$ cat config.mk
export PLATFORM = sky130hd
export DESIGN_NAME = vxe_reg_fifo
export DESIGN_NICKNAME = d
export VERILOG_FILES = /design/src/rtl/vxe_reg_fifo.sv
export SDC_FILE = /design/constraint.sdc
export NUM_CORES = 1
export LEC_CHECK = 0
export CAP_MARGIN = 20
export CORE_MARGIN = 5
export CORE_UTILIZATION = 40
export CTS_BUF_LIST = sky130_fd_sc_hd__clkbuf_8 sky130_fd_sc_hd__clkbuf_16
export CTS_CLUSTER_SIZE = 14
export DETAILED_ROUTE_END_ITERATION = 12
export PLACE_DENSITY = 0.69
export SLEW_MARGIN = 20
export SYNTH_ARGS = -nofsm -noshare
export SYNTH_HDL_FRONTEND = slang
export SYNTH_SLANG_ARGS = --single-unit
$ cat constraint.sdc
create_clock -name clk -period 7.9 [get_ports clk]
set_clock_uncertainty 0.2 [all_clocks]
set_input_delay 0.79 -clock clk [delete_from_list [all_inputs] [get_ports clk]]
set_output_delay 0.79 -clock clk [all_outputs]
set_load 0.1 [all_outputs]
$ cat src/rtl/vxe_reg_fifo.sv
// vxe_reg_fifo: flip-flop based elastic buffer with valid/ready on both sides.
// It sits between VxEngine pipeline stages and absorbs back-pressure from the
// consumer without stalling the producer.
//
// Optional feature macro: VXE_REG_FIFO_BYPASS_EN
//   When this macro is defined and the buffer is empty, a word offered with
//   in_valid while out_ready is high passes straight through in the same
//   cycle. The word is not stored.
//   When the macro is undefined, every word is registered first, so the
//   latency from input to output is always one cycle.
//
// Ports:
//   clk        clock; all state changes on its rising edge
//   rst        asynchronous, active-high reset
//   in_data    write data (DATA_WIDTH bits)
//   in_valid   the producer is offering in_data
//   in_ready   the buffer can accept a word (equals !full)
//   out_data   data at the head of the queue
//   out_valid  the head entry is valid
//   out_ready  the consumer takes the head word
//   count      number of stored entries, 0..DEPTH
//   full       count == DEPTH
//   empty      count == 0
module vxe_reg_fifo #(
    parameter int DATA_WIDTH = 32,
    parameter int DEPTH      = 4
) (
    input  logic                     clk,
    input  logic                     rst,
    input  logic [DATA_WIDTH-1:0]    in_data,
    input  logic                     in_valid,
    output logic                     in_ready,
    output logic [DATA_WIDTH-1:0]    out_data,
    output logic                     out_valid,
    input  logic                     out_ready,
    output logic [$clog2(DEPTH):0]   count,
    output logic                     full,
    output logic                     empty
);

    localparam int AW = $clog2(DEPTH);
    localparam int CW = AW + 1;

    logic [DATA_WIDTH-1:0] r_mem [DEPTH];
    logic [AW-1:0]         r_wr_ptr;
    logic [AW-1:0]         r_rd_ptr;
    logic [CW-1:0]         r_count;

    logic w_empty;
    logic w_full;
    logic w_bypass;
    logic w_push;
    logic w_pop;

    assign w_empty = (r_count == '0);
    assign w_full  = (r_count == CW'(DEPTH));

`ifdef VXE_REG_FIFO_BYPASS_EN
    // When a word passes through, it is consumed in the same cycle and
    // never reaches storage.
    assign w_bypass  = w_empty && in_valid && out_ready;
    assign out_valid = !w_empty || w_bypass;
    assign out_data  = w_bypass ? in_data : r_mem[r_rd_ptr];
`else
    assign w_bypass  = 1'b0;
    assign out_valid = !w_empty;
    assign out_data  = r_mem[r_rd_ptr];
`endif

    assign in_ready = !w_full;
    assign full     = w_full;
    assign empty    = w_empty;
    assign count    = r_count;

    // When the buffer is full, a pop still happens, but in_ready was already
    // low, so no push can occur in that cycle.
    assign w_push = in_valid && in_ready && !w_bypass;
    assign w_pop  = !w_empty && out_ready;

    always_ff @(posedge clk or posedge rst) begin
        if (rst) begin
            for (int i = 0; i < DEPTH; i++) begin
                r_mem[i] <= '0;
            end
            r_wr_ptr <= '0;
            r_rd_ptr <= '0;
            r_count  <= '0;
        end else begin
            if (w_push) begin
                r_mem[r_wr_ptr] <= in_data;
                r_wr_ptr        <= r_wr_ptr + AW'(1);
            end
            if (w_pop) begin
                r_rd_ptr <= r_rd_ptr + AW'(1);
            end
            case ({w_push, w_pop})
                2'b10:   r_count <= r_count + CW'(1);
                2'b01:   r_count <= r_count - CW'(1);
                default: r_count <= r_count;
            endcase
        end
    end

endmodule

* Word level (Yosys, flattened, before mapping) *
Index checks and enable logic that the tools add are counted.

word-level totals
  register bits after elaboration = 135
  logic and storage cells = 33
  output and inout bits = 39
  bits of input ports = 36

cells by class
  mux-type cells = 7
  $add $sub $neg = 4
  bitwise operators = 2
  reductions and logical operators = 7
  magnitude comparators = 3
  equality and inequality tests = 3

operator list
  kind                                                 number
  bitwise mux 128 bit                                  1
  2-to-1 mux 32 bit                                    3
  binary-select mux 32 bit (select 2 bit)              1
  demux 32 bit (select 2 bit)                          1
  >= comparator 3 bit, second input constant           2
  NOT 2 -> 3 bit                                       2
  one-hot mux 3 bit (2 select lines)                   1
  adder 2 x 1 -> 2 bit, second input constant          2
  adder 3 x 1 -> 3 bit, second input constant          1
  equality test 3 bit, second input constant           1
  logical AND 1 bit                                    3
  logical NOT 3 bit                                    1
  < comparator 3 x 1 -> 1 bit, second input constant   1
  subtractor 3 x 1 -> 3 bit, second input constant     1
  equality test 2 x 1 -> 1 bit, second input constant  1
  equality test 2 bit, second input constant           1
  logical NOT 1 bit                                    2
  nonzero test 2 bit                                   1

* Depth between registers and ports, before layout *
Gate-level depths: netlist (run 1).

  word-level depth = 6
  mapped depth = 10

* Worst setup path before layout (run 1) *
No wires, ideal clock.

  kind = register to output
  start = register r_count[0], in the netlist count[0]
  end = output port empty
  data arrival time = 2.358 ns
  path slack = 4.552 ns
  cell stages (with the launch flop) = 3
  cell sequence = dfrtp_1 or3_2 inv_1

on the way
  word-level cells in the longest chain between the ends = 1

RTL lines
  what                    line  source
  start, declared         47    logic [CW-1:0] r_count;
  start signal, assigned  97    2'b10: r_count <= r_count + CW'(1);
  start signal, assigned  98    2'b01: r_count <= r_count - CW'(1);
  start signal, assigned  99    default: r_count <= r_count;
  logical NOT 3 bit       55    assign w_empty = (r_count == '0);
  end, declared           38    output logic empty

No other way between the ends.

* Worst setup path after layout (run 1) *
  start = register r_rd_ptr[0]
  end = output port out_data[22]

on the way
  word-level cells in the longest chain between the ends = 4

RTL lines
  what                                                   line  source
  start, declared                                        46    logic [AW-1:0] r_rd_ptr;
  start signal, assigned                                 94    r_rd_ptr <= r_rd_ptr + AW'(1);
  NOT 2 -> 3 bit (not written as such)                   67    assign out_data = r_mem[r_rd_ptr];
  binary-select mux 32 bit (select 2 bit)                67
  2-to-1 mux 32 bit (not written as such) (2 in series)  67
  end, declared                                          33    output logic [DATA_WIDTH-1:0] out_data,

No other way between the ends. The select of a mux whose other input is x is not followed.

==> results of run 1 <==
-- cells in the mapped netlist --
library cell	count
or3_2	1
ha_1	5
nor2_8	4
nor2_1	1
inv_2	1
buf_2	4
mux2_4	120
nand2b_4	1
fa_1	1
nand2_1	5
buf_4	3
dfrtp_1	135
mux4_2	32
mux2i_1	1
inv_8	1
o31a_2	1
nand3_4	1
xnor2_1	3
clkbuf_1	1
inv_1	6
xor2_1	3
buf_12	12
mux2_2	9
-- metal layers --
layer	up-vias	part of all wire
met5	-	0
met4	0	0.0064
met3	7	0.045
met2	74	0.48
met1	1785	0.47
li1	1439	-
-- cell families after synthesis --
logic type | share of synthesized area
adders and majority gates | 0.0125
and+or+nand+nor | 0.0213
buffers and inverters | 0.0489
muxes | 0.398
AOI/OAI and AO/OA | 0.00151
DFF | 0.510
xor gates and xnor gates | 0.00794
-- state kept, by name, summed over array words and instances (netlist names) --
name      flops
count         3
r_wr_ptr      2
r_rd_ptr      2
r_mem       128
-- cells in the final DEF (no fill, tap or decap), types with 2 or more instances in the layout --
master / instances
buf_4: 2
nand2_1: 5
clkinvlp_4: 3
dfrtp_2: 2
xnor2_1: 3
xor2_1: 3
mux4_2: 32
clkbuf_8: 2
inv_6: 2
clkbuf_16: 17
ha_1: 5
inv_1: 7
bufinv_16: 5
nor2_8: 4
mux2_2: 9
dfrtp_1: 133
clkdlybuf4s50_1: 74
mux2_4: 120
-- metrics by stage --
stage | worst slack, ns | cells
2_1_floorplan | 3.30 | 351
3_3_place_gp | 4.09 | 627
3_5_place_dp | 4.08 | 627
4_1_cts | 3.61 | 659
5_1_grt | 3.52 | 660
6_report | 3.72 | 660
-- critical path, delay by kind of cell (launching register included) --
kind	cells	cell delay, ns
buffers and inverters	2	1.44
multiplexers	1	0.57
flip-flops	1	0.75
-- worst max-delay path by stage --
stage,endpoint,slack (ns)
2_1_floorplan,count[0],3.30
3_3_place_gp,out_data[3],4.09
3_5_place_dp,out_data[27],4.08
4_1_cts,out_data[20],3.61
5_1_grt,out_data[20],3.52
6_report,out_data[22],3.72
-- area by class of cell --
cell class,count,area share
Clock buffer,19,0.0562
Clock inverter,13,0.0252
Inverter,8,0.00528
Multi-Input combinational cell,188,0.362
Sequential cell,135,0.420
Tap cell,220,0.0342
Timing Repair Buffer,77,0.0972
==> results by group, run 1 <==
Setup path
  – Worst Setup End Kind: output pin
  – Worst EP arrival: 3.19 ns
  – RR Endpoint: count[2]
  – Crit path largest cell delay: 0.98 ns
  – Critical Path Source Type: flop
  – Slowest-stage cell, CP: clkdlybuf4s50_1
  – CP Max Fanout: 18
  – Beginning of the critical path: r_rd_ptr[0]
  – Worst R2R Path Depth: 10
  – Reg-to-Reg Start: count[1]
  – Cell Chain, Critical Path: buf_4 -> mux4_2 -> clkdlybuf4s50_1
  – Crit path kind: flop to output pin
  – Worst EP required: 6.91 ns
  – FF-to-FF setup slack: 5.54 ns

Global route
  – Gr usage total: 0.145
  – Met3 global-route usage: 0.0538
  – Vias in the first global route: 3858
  – Largest net degree at the start of global routing: 77
  – Initial antenna violation count: 0
  – First-pass GRT wire length: 21.8 mm
  – GRT overflow: 0
  – Met1 track demand over resource: 0.196
  – Global route hottest layer: met2
  – M2 GR Usage: 0.223

Finish
  – Share of layout cells above drive strength 1: 0.470
  – P&R area growth vs syn: 21.7%
  – Final Util: 0.491
  – Multi-input gate area: 2920 um2
  – Count of antenna diodes in the layout: 0
  – Fillers: 1340
  – Fin area: 8060 um2
  – Final net count: 469
  – Seq. cell area: 3380 um2

Clocking
  – Root buf cell: clkbuf_16
  – Cts repair resizes: 0
  – Hold-fix buffers at CTS: 0
  – Num CTS Buffers: 17
  – CTS Buffer Depth: 2
  – Htree depth: 4
  – Post-CTS setup buffer count: 0
  – Clk Latency, worst-skew pair: 0.41 ns
  – CTS tree: done
  – Clock sinks: 135
  – Worst-path clk slew: 0.06 ns

Timing
  – Setup TNS: 0 ns
  – Max_slew headroom: 0.325
  – Slew Limit Fails: 0
  – Final count of hold timing violations: 0
  – Worst slew pin tran: 1.01 ns
  – Final Critical Period: 4.18 ns
  – Max Fclk: 239 MHz
  – Unrepaired setup endpoints after global routing: no
  – Final worst-path cycle share: 0.530
  – Final Setup Violations: 0
  – Worst hold slack: 0.304 ns

Hold path
  – Hold crit path type: flop to flop
  – Hold Crit Endpoint: r_mem[94]
  – Min-delay src: r_mem[94]
  – Hold-critical path depth: 1

Detailed routing
  – Via-to-Cell Ratio: 5.01
  – Routed via count: 3305
  – Routed WL per cell: 20.0 um
  – Residual DRC: 0
  – Initial DRC Count: 117
  – Post-route ant nets: 0
  – DRT Pass-1 Iters: 4
  – Routed wire length: 13.2 mm

Floorplan
  – Starting density of the core: 0.404
  – Full die area: 19200 um2
  – CORE AREA: 16400 um2
  – I/O Pins: 75
  – Row cnt: 47
  – Die Span X: 139 um
  – Die Height: 139 um

Yosys
  – YS warnings: 0
  – Dominant cells by area after synthesis: dfrtp_1 (51%), mux2_4 (27%), mux4_2 (11%), buf_12 (3.6%), mux2_2 (1.5%)
  – Netlist cell types: 23
  – Synth area leader: dfrtp_1
  – Register area share after synthesis: 0.510
  – Post-Synthesis Cells: 351
  – Mapped cell area: 6620 um2
  – FF+latch count, synth: 135
  – Syn avg cell area: 18.9 um2
  – Synth top area share: 0.510
  – Syn Nets: 393

Place
  – Dpl hpwl: 7.78 mm
  – Final GP Congestion: 0.784
  – PortBufs: 74
  – Placed inst area: 7370 um2

Run status
  – Status: complete, no violations

Flow run
  – Max cap viols: 0
Power of run 1 is not shown: default switching activity piles up to over one toggle a cycle in this logic, so the estimate is an artifact.
==> inputs of run 2 (changes only) <==
PLACE_DENSITY = 0.71   (was 0.69)
clock period = 3.35 ns   (was 7.9 ns; I/O delays follow)
==> results by group, run 2 (synthesis gave the netlist of run 1 again) <==
Finish
  – Fillers: 1351 (was 1340)
  – Final net count: 474 (was 469)
  – Reg with most FFs: r_mem (unchanged)
  – Max reg flops: 128 (unchanged)
  – Share of layout cells above drive strength 1: 0.564 (was 0.470)
  – Most common cell after layout, fill and taps aside: dfrtp_1 (unchanged)
  – Count of antenna diodes in the layout: 0 (unchanged)
  – Most frequent cells in the layout: dfrtp_1 (133), mux2_4 (120), buf_4 (41) (was dfrtp_1 (133), mux2_4 (120), clkdlybuf4s50_1 (74))
  – P&R area growth vs syn: 21.7% (about the same)

Timing
  – Setup TNS: 0 ns (unchanged)
  – Final Critical Period: 2.74 ns
  – Final worst setup slack: 0.614 ns (was 3.72 ns)
  – Slew Limit Fails: 0 (unchanged)
  – Unrepaired setup endpoints after global routing: no (unchanged)
  – Max Fclk: 365 MHz
  – Final Setup Violations: 0 (unchanged)
  – Final count of hold timing violations: 0 (unchanged)
  – Max_slew headroom: 0.345 (was 0.325)
  – Final worst-path cycle share: 0.817
  – Worst slew pin tran: 0.982 ns (was 1.01 ns)

Place
  – PortBufs: 74 (unchanged)
  – Post-place setup slack: 0.931 ns (was 4.08 ns)
  – Dpl hpwl: 8.63 mm (was 7.78 mm)
  – Final GP Congestion: 0.711 (was 0.784)

Detailed routing
  – Routed WL per cell: 20.2 um (was 20.0 um)
  – Routed wire length: 13.4 mm (was 13.2 mm)
  – Routed via count: 3309 (was 3305)
  – DRT Pass-1 Iters: 4 (unchanged)
  – Post-route ant nets: 0 (unchanged)
  – Initial DRC Count: 139 (was 117)
  – Residual DRC: 0 (unchanged)
  – Via-to-Cell Ratio: 4.98 (was 5.01)

Floorplan
  – Full die area: 19200 um2 (unchanged)
  – CORE AREA: 16400 um2 (unchanged)
  – Die Height: 139 um (unchanged)
  – I/O Pins: 75 (unchanged)
  – Starting density of the core: 0.404 (unchanged)
  – Die Span X: 139 um (unchanged)
  – Row cnt: 47 (unchanged)

Hold path
  – Hold crit path type: input port to asynchronous set/reset pin (was flop to flop)

Clocking
  – Clk Latency, worst-skew pair: 0.42 ns (was 0.41 ns)
  – Clock sinks: 135 (unchanged)
  – CTS tree: done (unchanged)
  – Htree depth: 4 (unchanged)
  – Post-CTS setup buffer count: 0 (unchanged)
  – Hold-fix buffers at CTS: 0 (unchanged)
  – CTS Buffer Depth: 2 (unchanged)
  – Worst-path clk slew: 0.06 ns (about the same)
  – Cts repair resizes: 0 (unchanged)
  – Root buf cell: clkbuf_16 (unchanged)
  – Num CTS Buffers: 17 (unchanged)

Flow run
  – Max cap viols: 0 (unchanged)

Setup path
  – CP Max Fanout: 22 (was 18)
  – Crit-path leading delay family: flip-flops (was buffers and inverters)
  – Reg-to-Reg Start: count[0] (was count[1])
  – FF-to-FF setup slack: 1.01 ns (was 5.54 ns)
  – Cell Chain, Critical Path: buf_12 -> mux4_2 -> buf_4 (was buf_4 -> mux4_2 -> clkdlybuf4s50_1)
  – Worst R2R Path Depth: 10 (unchanged)
  – Slowest-stage cell, CP: dfrtp_2 (was clkdlybuf4s50_1)
  – WP buf/inv: 2 (unchanged)
  – Worst EP arrival: 2.20 ns (was 3.19 ns)
  – Crit path kind: flop to output pin (unchanged)
  – Worst EP required: 2.81 ns (was 6.91 ns)
  – Crit path largest cell delay: 0.65 ns (was 0.98 ns)
  – Critical Path Source Type: flop (unchanged)
  – Worst Setup End Kind: output pin (unchanged)
  – RR Endpoint: count[2] (unchanged)

Global route
  – Gr usage total: 0.146 (was 0.145)
  – Initial antenna violation count: 0 (unchanged)
  – Largest net degree at the start of global routing: 52 (was 77)
  – First-pass GRT wire length: 22.1 mm (was 21.8 mm)
  – GRT overflow: 0 (unchanged)
  – Vias in the first global route: 3882 (was 3858)

Run status
  – Status: complete, no violations (unchanged)
run 2: cell count changes in the layout (fill, tap and decap cells not counted):
cell             before  now
buf_12                0    6
buf_16                1    0
clkinvlp_4            3    1
clkinv_2              1    3
buf_4                 2   41
clkdlybuf4s50_1      74   35
clkbuf_8              2    5
inv_6                 2    0
clkinv_4              1    0
run 2: per-layer routing:
metal	wire length, um	part of all wire	GRT usage
met1	6370	0.47	0.198
met2	6450	0.48	0.232
met3	479	0.036	0.0407
met4	131	0.0098	0.0402
met5	0	0	0
run 2: worst reg2reg max path: stages, from the launching register on:
cell	delay (ns)
dfrtp_1	0.47
inv_2	0.13
nand3_4	0.11
inv_8	0.15
nand2b_4	0.19
ha_1	0.20
inv_1	0.06
fa_1	0.37
xor2_1	0.15
nor2_1	0.11
xor2_1	0.15
run 2: how the worst max path moves through the flow:
stage,slack [ns],startpoint,cells past startpoint,endpoint
finish,0.61,r_rd_ptr[0],3,out_data[11]
global route,0.52,r_rd_ptr[0],3,out_data[0]
CTS,0.55,r_rd_ptr[0],3,out_data[11]
detailed placement,0.93,in_valid,5,r_mem[112]
global placement,0.94,in_valid,5,r_mem[12]
floorplan,0.03,count[2],9,count[2]
run 2: area by class of cell:
class / instances / area [um2] / area share
Tap cell: 220 / 275 / 0.0341
Multi-Input combinational cell: 188 / 2920 / 0.362
Clock buffer: 22 / 494 / 0.0613
Inverter: 8 / 41.3 / 0.00512
Timing Repair Buffer: 82 / 778 / 0.0965
Sequential cell: 135 / 3380 / 0.419
Clock inverter: 10 / 173 / 0.0214
run 2: per-stage QoR:
stage | hold slack, ns | cell area [um2] | cells | utilization
3_5_place_dp | 0.288 | 7400 | 633 | 0.451
5_1_grt | 0.284 | 8060 | 665 | 0.491
2_1_floorplan | 0.275 | 6630 | 351 | -
6_report | 0.204 | 8060 | 665 | 0.491
4_1_cts | 0.222 | 8060 | 665 | 0.491
3_3_place_gp | 0.284 | 7400 | 633 | 0.451
Power of run 2 is left out for the same reason.
==> inputs of run 3 (changes only) <==
clock period = 2.4 ns   (was 3.35 ns; I/O delays follow)
==> results by group, run 3 (synthesis gave the netlist of run 1 again) <==
Clocking
  – Cts repair resizes: 0 (unchanged)
  – Clk Latency, worst-skew pair: 0.41 ns (was 0.42 ns)
  – CTS tree: done (unchanged)
  – CTS Buffer Depth: 2 (unchanged)
  – Htree depth: 4 (unchanged)
  – Clock sinks: 135 (unchanged)
  – Num CTS Buffers: 17 (unchanged)
  – Worst-path clk slew: 0.06 ns (about the same)
  – Root buf cell: clkbuf_16 (unchanged)
  – Hold-fix buffers at CTS: 0 (unchanged)

Place
  – PortBufs: 74 (unchanged)
  – Final GP Congestion: 0.779 (was 0.711)
  – Post-place setup slack: 0.205 ns (was 0.931 ns)
  – Placed Instances: 640 (was 633)
  – Dpl hpwl: 8.78 mm (was 8.63 mm)

Finish
  – Most common cell after layout, fill and taps aside: dfrtp_1 (unchanged)
  – P&R area growth vs syn: 29.7% (was 21.7%)
  – Most frequent cells in the layout: dfrtp_1 (130), mux2_4 (120), buf_12 (44) (was dfrtp_1 (133), mux2_4 (120), buf_4 (41))
  – Share of layout cells above drive strength 1: 0.594 (was 0.564)
  – Fillers: 1266 (was 1351)
  – Reg with most FFs: r_mem (unchanged)
  – Max reg flops: 128 (unchanged)
  – Post-Layout Cell Count: 678 (was 665)
  – Final net count: 488 (was 474)
  – Count of antenna diodes in the layout: 0 (unchanged)

Detailed routing
  – Via-to-Cell Ratio: 4.91 (was 4.98)
  – Residual DRC: 0 (unchanged)
  – Routed WL per cell: 20.4 um (was 20.2 um)
  – Routed wire length: 13.8 mm (was 13.4 mm)
  – DRT Pass-1 Iters: 4 (unchanged)
  – Post-route ant nets: 0 (unchanged)
  – Initial DRC Count: 141 (was 139)
  – Routed via count: 3327 (was 3309)

Setup path
  – Crit path largest cell delay: 0.56 ns (was 0.65 ns)
  – Worst EP arrival: 1.86 ns (was 2.20 ns)
  – Slowest-stage cell, CP: mux4_2 (was dfrtp_2)
  – Most used cell, CP: buf_12
  – Cell Chain, Critical Path: buf_4 -> buf_12 -> mux4_2 -> buf_12 (was buf_12 -> mux4_2 -> buf_4)
  – Worst EP required: 1.96 ns (was 2.81 ns)
  – Worst Setup End Kind: output pin (unchanged)
  – Critical Path Source Type: flop (unchanged)
  – CP Max Fanout: 9 (was 22)
  – Crit path kind: flop to output pin (unchanged)

Timing
  – Final Critical Period: 2.30 ns
  – Final count of hold timing violations: 0 (unchanged)
  – Max_slew headroom: 0.762 (was 0.345)
  – Unrepaired setup endpoints after global routing: no (unchanged)
  – Final worst setup slack: 0.105 ns (was 0.614 ns)
  – Final Setup Violations: 0 (unchanged)
  – Slew Limit Fails: 0 (unchanged)
  – Max Fclk: 436 MHz
  – Setup TNS: 0 ns (unchanged)
  – Final worst-path cycle share: 0.956
  – Worst slew pin tran: 0.357 ns (was 0.982 ns)
  – Worst hold slack: 0.111 ns (was 0.204 ns)

Floorplan
  – Die Span X: 139 um (unchanged)
  – CORE AREA: 16400 um2 (unchanged)
  – Starting density of the core: 0.404 (unchanged)
  – Die Height: 139 um (unchanged)
  – I/O Pins: 75 (unchanged)
  – Full die area: 19200 um2 (unchanged)
  – Row cnt: 47 (unchanged)

Global route
  – Largest net degree at the start of global routing: 65 (was 52)
  – First-pass GRT wire length: 22.4 mm (was 22.1 mm)
  – Gr usage total: 0.150 (was 0.146)
  – Vias in the first global route: 3982 (was 3882)
  – Initial antenna violation count: 0 (unchanged)
  – GRT overflow: 0 (unchanged)

Flow run
  – Max cap viols: 0 (unchanged)

Hold path
  – Hold crit path type: input port to asynchronous set/reset pin (unchanged)

Run status
  – Status: complete, no violations (unchanged)
run 3: cell count changes in the layout (fill, tap and decap cells not counted), moves of 2 or more:
| cell | delta |
|---|---|
| clkinv_4 | +3 |
| clkinvlp_4 | +5 |
| inv_2 | +2 |
| dfrtp_2 | +3 |
| buf_4 | -26 |
| buf_12 | +38 |
| bufinv_16 | -3 |
| dfrtp_1 | -3 |
| clkbuf_8 | -5 |
| inv_1 | -3 |
run 3: through the flow:
step / cell area, um2 / utilization
after floorplan: 6650 / -
after global placement: 7950 / 0.485
after detailed placement: 7950 / 0.485
after CTS: 8520 / 0.519
after global routing: 8590 / 0.524
final: 8590 / 0.524
run 3: cell type report:
cell class / instances / area (um2) / area share
repair buffers: 96 / 1380 / 0.161
clock buffers: 17 / 425 / 0.0495
well taps: 220 / 275 / 0.0320
multi-input cells: 188 / 2940 / 0.342
flip-flops and latches: 135 / 3380 / 0.394
inverters: 8 / 50.0 / 0.00583
clock inverters: 14 / 139 / 0.0162
run 3: routing by layer:
| metal | vias up | part of all wire | GRT usage |
|---|---|---|---|
| met3 | 12 | 0.036 | 0.0528 |
| met1 | 1778 | 0.49 | 0.207 |
| met4 | 0 | 0.0090 | 0.0350 |
| met2 | 58 | 0.47 | 0.229 |
| li1 | 1479 | - | - |
| met5 | - | 0 | 0 |
run 3: final timing paths:
kind	from	to	slack, ns	cells past startpoint
setup / recovery	r_rd_ptr[0]	out_data[10]	0.10	4
hold / removal	rst	r_mem[27]	0.11	3
setup reg to reg	count[0]	count[2]	0.20	10
hold reg to reg	r_mem[63]	r_mem[63]	0.30	1
max in group asynchronous	rst	r_mem[103]	1.54	3
min in group clk	r_mem[63]	r_mem[63]	0.30	1
run 3: worst max-delay path, delay by kind of cell, from the launching register on:
family / cells / cell delay (ns)
buf+inv: 3 / 0.48
mux: 1 / 0.56
flops: 1 / 0.39
run 3: what timing repair did:
item | 4_1_cts | 5_1_grt
cloned | 0 | 2
endpoints found under the hold margin | 0 | 0
setup buffers | 1 | 4
endpoints found under the setup margin | 23 | 19
Power of run 3 is left out for the same reason.
